**config.mk**
```make
export PLATFORM = sky130hd
export DESIGN_NAME = stack_access_ctrl
export DESIGN_NICKNAME = d
export VERILOG_FILES = /design/src/rtl/stack_access_ctrl.sv
export SDC_FILE = /design/constraint.sdc
export NUM_CORES = 1
export LEC_CHECK = 0
export BUFFER_PORTS_ARGS = -buffer_cell sky130_fd_sc_hd__buf_2
export CELL_PAD_IN_SITES_DETAIL_PLACEMENT = 0
export CELL_PAD_IN_SITES_GLOBAL_PLACEMENT = 1
export CORE_MARGIN = 3
export CORE_UTILIZATION = 28
export DETAILED_ROUTE_END_ITERATION = 8
export GPL_TIMING_DRIVEN = 0
export PLACE_DENSITY = 0.85
export SETUP_SLACK_MARGIN = 0.5
export SYNTH_ARGS = -nofsm -noshare
export SYNTH_HDL_FRONTEND = slang
export SYNTH_SLANG_ARGS = --single-unit
```
**constraint.sdc**
```tcl
create_clock -name clk -period 1.7 [get_ports clk]
set_clock_uncertainty 0.2 [all_clocks]
set_input_delay 0.17 -clock clk [delete_from_list [all_inputs] [get_ports clk]]
set_output_delay 0.17 -clock clk [all_outputs]
set_load 0.02 [all_outputs]
```
**src/rtl/stack_access_ctrl.sv**
```systemverilog
// -----------------------------------------------------------------------------
// stack_access_ctrl
//   Sequences complete stack operations between the CPU control unit, the stack
//   pointer register and data memory. It runs one operation at a time:
//     push : write memory at SP, then pulse sp_push (SP decrements)
//     pop  : pulse sp_pop (SP increments), wait one cycle, then read memory at SP
//   A push at STACK_LIMIT (overflow) or a pop at STACK_TOP (underflow) is
//   rejected with rsp_err. It does not touch memory or SP.
//
// Ports
//   clk, reset          rising-edge clock, asynchronous active-low reset
//   req_valid/ready     request handshake; req_op 0=push 1=pop, req_data push word
//   rsp_valid/err/data  one-cycle completion pulse, error flag, popped word
//   sp_in               current stack pointer value
//   sp_push, sp_pop     one-cycle decrement / increment pulses to the SP register
//   mem_req/we/addr/wdata/rdata/ack
//                       single-access memory port, req held until ack
// -----------------------------------------------------------------------------
module stack_access_ctrl #(
  parameter int unsigned          DATA_W      = 16,
  parameter int unsigned          ADDR_W      = 16,
  parameter logic [ADDR_W-1:0]    STACK_TOP   = 16'hFFFF,
  parameter logic [ADDR_W-1:0]    STACK_LIMIT = 16'hFF00
) (
  input  logic              clk,
  input  logic              reset,
  input  logic              req_valid,
  output logic              req_ready,
  input  logic              req_op,
  input  logic [DATA_W-1:0] req_data,
  output logic              rsp_valid,
  output logic              rsp_err,
  output logic [DATA_W-1:0] rsp_data,
  input  logic [ADDR_W-1:0] sp_in,
  output logic              sp_push,
  output logic              sp_pop,
  output logic              mem_req,
  output logic              mem_we,
  output logic [ADDR_W-1:0] mem_addr,
  output logic [DATA_W-1:0] mem_wdata,
  input  logic [DATA_W-1:0] mem_rdata,
  input  logic              mem_ack
);

  typedef enum logic [2:0] {
    IDLE,
    PUSH_MEM,
    PUSH_SP,
    POP_SP,
    POP_WAIT,
    POP_MEM,
    RESP,
    ERR
  } state_t;

  state_t            state, state_nxt;
  logic              op_q;
  logic [DATA_W-1:0] data_q;

  // State register plus the request and response holding registers.
  // NOTE: state uses non-blocking assignments so every flop samples the
  // values from before the edge, whatever order the processes run in.
  always_ff @(posedge clk or negedge reset) begin
    if (!reset) begin
      state    <= IDLE;
      op_q     <= 1'b0;
      data_q   <= '0;
      rsp_data <= '0;
    end else begin
      state <= state_nxt;
      if (state == IDLE && req_valid) begin
        op_q   <= req_op;
        data_q <= req_data;
      end
      if (state == POP_MEM && mem_ack) begin
        rsp_data <= mem_rdata;
      end
    end
  end

  // Next-state logic. The boundary checks use equality only. The SP register
  // never moves past either end because rejected operations issue no pulse.
  // NOTE: the default assignment first stops a latch from being inferred
  // on paths that do not assign state_nxt.
  always_comb begin
    state_nxt = state;
    unique case (state)
      IDLE: begin
        if (req_valid) begin
          if (!req_op) state_nxt = (sp_in == STACK_LIMIT) ? ERR : PUSH_MEM;
          else         state_nxt = (sp_in == STACK_TOP)   ? ERR : POP_SP;
        end
      end
      PUSH_MEM: if (mem_ack) state_nxt = PUSH_SP;
      PUSH_SP:               state_nxt = RESP;
      POP_SP:                state_nxt = POP_WAIT;
      // Gives the SP register one cycle to show the incremented value on sp_in.
      POP_WAIT:              state_nxt = POP_MEM;
      POP_MEM:  if (mem_ack) state_nxt = RESP;
      RESP:                  state_nxt = IDLE;
      ERR:                   state_nxt = IDLE;
      default:               state_nxt = IDLE;
    endcase
  end

  // Outputs are decoded from the state alone. Address and write data are
  // zero outside memory states so they come out of reset at 0.
  always_comb begin
    req_ready = (state == IDLE);
    sp_push   = (state == PUSH_SP);
    sp_pop    = (state == POP_SP);
    mem_req   = (state == PUSH_MEM) || (state == POP_MEM);
    // op_q is 0 in PUSH_MEM and 1 in POP_MEM, so it selects the direction.
    mem_we    = mem_req && !op_q;
    mem_addr  = mem_req ? sp_in : '0;
    mem_wdata = (state == PUSH_MEM) ? data_q : '0;
    rsp_valid = (state == RESP) || (state == ERR);
    rsp_err   = (state == ERR);
  end

endmodule
```
==> results.json, run 1 <==
{
  "grt_max_degree": 37,
  "via_count": 1775,
  "power.leakage_uw": 0.00188,
  "clk_latency_ns": 0.28,
  "worstPathRequired_ns": 1.67,
  "start_util_pct": 29.2,
  "synthXorXnorAreaFrac_pct": 0,
  "setup_viol": 74,
  "rsz0062_at_grt": "true",
  "cp_max_fo": 7,
  "root_buffer": "clkbuf_8",
  "crit_type": "reg -> reg",
  "power.switching_uw": 2270,
  "p_seq_share_pct": 23.7,
  "synthDistinctLibCells": 26,
  "first_iter_violations": 20,
  "period_share_pct": 117,
  "syn_area_per_cell_sq_um": 12.3,
  "drive_gt1_share_pct": 72.2,
  "drtPass1Iterations": 4,
  "die-area_sq_um": 7220,
  "synthArstFlopShare_pct": 100,
  "end_kind": "flip-flop",
  "p_sw_share_pct": 33.8,
  "n_antenna_cell": 0,
  "dp.cells": 324,
  "cts_tree": "yes",
  "ant_nets": 0,
  "synthMuxAreaShare_pct": 21.3,
  "violations": "hold timing, setup timing",
  "die_w_microns": 85.0,
  "slew_violations": 0,
  "post-dp-hpwl_microns": 3310,
  "drv_cap": 0,
  "vias_per_cell": 4.49,
  "coreArea_sq_um": 5990,
  "fmax_ghz": 0.504,
  "synth_edf_count": 0,
  "gp_congestion": 0.719,
  "routedLengthMet1_microns": 2250,
  "cts_sinks": 36,
  "wl_met2_microns": 3120,
  "wl_met3_microns": 467,
  "worst_slack_ns": -0.286,
  "outcome": "finished with violations",
  "ys_ff_latch": 36,
  "grt_pass1_wl_microns": 9250,
  "areaGrowthSynthToFinish_pct": 115,
  "grt_usage_pct": 15.9,
  "yosysWarnings": 0,
  "critPathLaunchType": "flip-flop",
  "critical_path_arrival_ns": 1.95,
  "synth-simple-area-share_pct": 21.3,
  "top_layer": "met4",
  "rows": 28,
  "internal-power_uw": 4450,
  "place_ws_ns": -0.301,
  "hold_slack_ns": -0.230,
  "max-clock-path-buffers": 2,
  "ys_seq_area_share_pct": 51.6,
  "clk_pin_slew_ns": 0.07,
  "synth_area_sq_um": 1750,
  "final_nets": 372,
  "die_height_microns": 85.0,
  "max-vdd-ir-drop_mv": 1.01,
  "io_pins": 108,
  "r2r_slack_ns": -0.29,
  "hp-class": "in -> async",
  "syn_inst": 142,
  "p_comb_share_pct": 64.0,
  "worstMarginPinSlew_ns": 0.797,
  "synth.net_count": 195,
  "avgRoutedWirePerCell_microns": 14.9,
  "timing.rr.end": "data_q[8]",
  "routed_wl_microns": 5880,
  "ys.flop_type": "dfrtp_1",
  "htree_levels": 2,
  "synth_compound_area_share_pct": 2.65,
  "p_clk_share_pct": 12.2,
  "io_buffers": 107,
  "synth_fa_ha_area_share_pct": 0,
  "rr_startpoint": "state[1]",
  "final.min_clock_period_ns": 1.99,
  "hold_viol": 36,
  "gr-total-overflow": 0,
  "reg2reg_depth": 7,
  "drc_errors": 0,
  "cts_made_buffers": 5,
  "relSlewSlack_pct": 46.8,
  "layout.cells.non_filler": 395,
  "synth_top_family_by_area": "simple AND/OR/NAND/NOR gates",
  "p_per_area_nw_per_um2": 1780,
  "cts_hold_buffers": 34,
  "grt_pass1_vias": 1905,
  "antenna_found_initial": 0
}
## synthesized netlist by cell type, types with 2 or more instances
cell,n,area share [%]
dfrtp_1,36,52
and2_1,34,12
mux2_2,33,21
nor2_1,4,0.86
nor3_1,4,1.1
buf_2,3,0.86
nand2_1,3,0.64
nand4_1,3,1.1
and2b_1,2,0.86
buf_6,2,1.3
clkbuf_1,2,0.43
or4_1,2,0.86
## through the flow
| stage | utilization [%] | power, uW | area, sq um | TNS, ns |
|---|---|---|---|---|
| 3_3_place_gp | 43.0 | 4300 | 2580 | -5.58 |
| 3_5_place_dp | 43.0 | 4350 | 2580 | -6.46 |
| 6_report | 62.8 | 6710 | 3760 | -15.43 |
| 5_1_grt | 62.8 | 7060 | 3760 | -20.30 |
| 2_1_floorplan | - | 3600 | 1950 | -0.446 |
| 4_1_cts | 61.1 | 6480 | 3660 | -13.18 |
## sequential cells by signal, summed over array words and instances (netlist names)
name      flops
op_q          1
data_q       16
rsp_data     16
state         3
## kinds of logic (layout without fill, tap and decap cells)
logic type             after synthesis  in the layout
AOI/OAI and AO/OA                    5              5
buffers and inverters                9            187
DFF                                 36             36
muxes                               33             33
and+or+nand+nor                     59             59
## what timing repair did
| item | CTS | global route |
|---|---|---|
| endpoints found under the setup margin | 90 | 91 |
| pin swaps | 2 | 1 |
| endpoints found under the hold margin | 71 | 36 |
| cloned | 2 | 1 |
| resized for setup | 130 | 18 |
| setup buffers | 21 | 5 |
## worst max-delay path, cell delays in order (launching register included)
cell	delay, ns
dfrtp_1	0.38
buf_6	0.12
buf_4	0.12
buf_6	0.11
nand2b_4	0.14
nor3_4	0.28
buf_6	0.21
mux2_4	0.31
## layout by cell type (no fill, tap or decap), types with 4 or more instances in the layout
cell,n
dfrtp_1,36
dlygate4sd3_1,34
mux2_4,33
nor2_1,4
buf_2,53
buf_4,19
clkbuf_8,8
and2_4,33
buf_6,65
## power groups by stage
stage | combinational (uW) | sequential (uW) | clock, uW
floorplan | 1860 | 1740 | 0
global placement | 2780 | 1520 | 0
detailed placement | 2820 | 1520 | 0
CTS | 4070 | 1560 | 849
global route | 4540 | 1650 | 872
finish | 4300 | 1590 | 822
## per-layer routing
| layer | GRT usage, % | vias up |
|---|---|---|
| li1 | - | 838 |
| met1 | 17.3 | 851 |
| met2 | 29.9 | 80 |
| met3 | 5.15 | 6 |
| met4 | 3.45 | 0 |
| met5 | 0 | - |
## final cells by class
class	instances	area, sq um
clock buffer	7	96.3
tap	75	93.8
timing repair buffer	170	1500
fill	457	2230
inverter	1	3.75
buffer	8	103
clock inverter	1	30.0
sequential	36	901
multi-input combinational	97	1030
## how the worst max path moves through the flow
| stage | startpoint | end | slack (ns) | cells past startpoint |
|---|---|---|---|---|
| 6_report | state[1] | data_q[8] | -0.29 | 7 |
| 5_1_grt | state[1] | mem_wdata[10] | -0.35 | 6 |
| 4_1_cts | state[1] | mem_wdata[4] | -0.29 | 6 |
| 3_5_place_dp | state[1] | data_q[2] | -0.30 | 5 |
| 3_3_place_gp | state[1] | data_q[3] | -0.28 | 5 |
| 2_1_floorplan | state[1] | data_q[0] | -0.05 | 5 |
No activity file was read; power rests on OpenSTA's default activity.
==> run 2: changes to the inputs <==
- SKIP_CTS_REPAIR_TIMING: default -> 1
==> results.json, run 2 (synthesis results as in run 1) <==
{
  "hold_slack_ns": -0.228,
  "critical_path_arrival_ns": 1.65,
  "cp_max_fo": 6,
  "slew_violations": 0,
  "outcome": "finished with violations",
  "cp_cell_sequence": "buf_6, and2b_2, and2b_4, clkbuf_16, and2_4, buf_6",
  "violations": "hold timing, setup timing",
  "reg2reg_depth": 6,
  "worst_slack_ns": -0.321,
  "clk_latency_ns": 0.28,
  "p_clk_share_pct": 13.1,
  "rr_startpoint": "state[1]",
  "grt_usage_pct": 11.6,
  "cts_made_buffers": 5,
  "final_common_cell": "buf_2",
  "ant_nets": 0,
  "max-clock-path-buffers": 2,
  "setup_viol": 65,
  "die_height_microns": 85.0,
  "start_util_pct": 29.2,
  "antenna_found_initial": 0,
  "r2r_slack_ns": -0.22,
  "multi_input_area_sq_um": 997,
  "final_nets": 364,
  "gr-total-overflow": 0,
  "p_comb_share_pct": 61.5,
  "critPathLaunchType": "flip-flop",
  "drv_cap": 0,
  "cp_slowest_cell": "dfrtp_1",
  "final_core_util_pct": 59.1,
  "clk_pin_slew_ns": 0.07,
  "worstSetupStartpoint": "state[1]",
  "io_buffers": 107,
  "vias_per_cell": 4.44,
  "via_count": 1720,
  "grt_max_degree": 37,
  "cp_common_cell": "buf_6",
  "rsz0062_at_grt": "true",
  "crit_type": "reg -> out",
  "layout_common_cells": "buf_2 (62), buf_6 (43), dfrtp_1 (36)",
  "htree_levels": 2,
  "final.min_clock_period_ns": 2.02,
  "worstMarginPinSlew_ns": 0.799,
  "gp_congestion": 0.719,
  "reg.largest.list": "data_q x16, rsp_data x16, state x3",
  "die_w_microns": 85.0,
  "first_iter_violations": 35,
  "timing.rr.end": "data_q[6]",
  "n_fill_cell": 482,
  "period_share_pct": 119,
  "slowest_delay_ns": 0.38,
  "avgRoutedWirePerCell_microns": 14.4,
  "max-vdd-ir-drop_mv": 0.962,
  "worstPathRequired_ns": 1.33,
  "rows": 28,
  "internal-power_uw": 4110,
  "p_per_area_nw_per_um2": 1770,
  "hp-class": "in -> async",
  "post-dp-hpwl_microns": 3310,
  "tns_ns": -12.01,
  "die-area_sq_um": 7220,
  "power.leakage_uw": 0.00178,
  "n_antenna_cell": 0,
  "drtPass1Iterations": 4,
  "p_sw_share_pct": 34.4,
  "drc_errors": 0,
  "crit_path_end": "mem_wdata[7]",
  "cts_tree": "yes",
  "p_seq_share_pct": 25.4,
  "fmax_ghz": 0.495,
  "power.switching_uw": 2160,
  "grt_pass1_vias": 1498,
  "areaGrowthSynthToFinish_pct": 103,
  "coreArea_sq_um": 5990,
  "relSlewSlack_pct": 46.8,
  "cts_sinks": 36,
  "grt_pass1_wl_microns": 6850,
  "drive_gt1_share_pct": 70.8,
  "root_buffer": "clkbuf_8",
  "regArea_sq_um": 901,
  "hold_viol": 36,
  "routed_wl_microns": 5590,
  "io_pins": 108,
  "end_kind": "primary output"
}
run 2: cell types whose count changed in the layout (fill, tap and decap cells not counted), moves of 2 or more:
cell and change:
mux2_4 -7, buf_2 +9, mux2_2 +7, buf_6 -22
and2_4 -2, buf_4 +7
run 2: how the worst min path moves through the flow:
| stage | slack [ns] | startpoint | cells after the start | endpoint |
|---|---|---|---|---|
| 2_1_floorplan | -0.33 | reset | 0 | data_q[0] |
| 3_3_place_gp | 0.09 | reset | 1 | rsp_data[15] |
| 3_5_place_dp | 0.11 | reset | 1 | rsp_data[15] |
| 4_1_cts | -0.21 | reset | 1 | data_q[13] |
| 5_1_grt | -0.17 | reset | 1 | rsp_data[15] |
| 6_report | -0.23 | reset | 1 | rsp_data[1] |
run 2: layout make-up:
class	instances	share of cell area, %
clock inverters	1	0.848
multi-input cells	97	28.2
repair buffers	162	37.0
flip-flops and latches	36	25.4
clock buffers	7	2.72
inverters	1	0.106
well taps	75	2.65
plain buffers	8	3.07
run 2: per-layer routing:
layer / wire, microns / GRT usage [%] / part of all wire [%] / vias to the layer above
li1: - / - / - / 820
met1: 2110 / 13.8 / 38 / 810
met2: 2940 / 19.2 / 53 / 82
met3: 474 / 4.76 / 8.5 / 8
met4: 72 / 3.45 / 1.3 / 0
met5: 0 / 0 / 0 / -
run 2: through the flow:
step	total power (uW)	cell area, sq um	cells	worst slack, ns
after detailed placement	4350	2580	324	-0.301
after global routing	6610	3540	387	-0.380
final	6260	3540	387	-0.321
after global placement	4300	2580	324	-0.277
after CTS	5190	2700	332	-0.533
after floorplan	3600	1950	142	-0.0495
run 2: power groups by stage:
stage                     combinational (uW)  clock (uW)  sequential (uW)
after CTS                               2820         849             1520
after global placement                  2780           0             1520
after detailed placement                2820           0             1520
after global routing                    4090         876             1640
after floorplan                         1860           0             1740
final                                   3850         822             1590
run 2: critical path, delay by kind of cell (launching register included):
kind                   cells  cell delay [ns]
buffers and inverters      3             0.39
AND/OR/NAND/NOR            3             0.58
flip-flops                 1             0.38
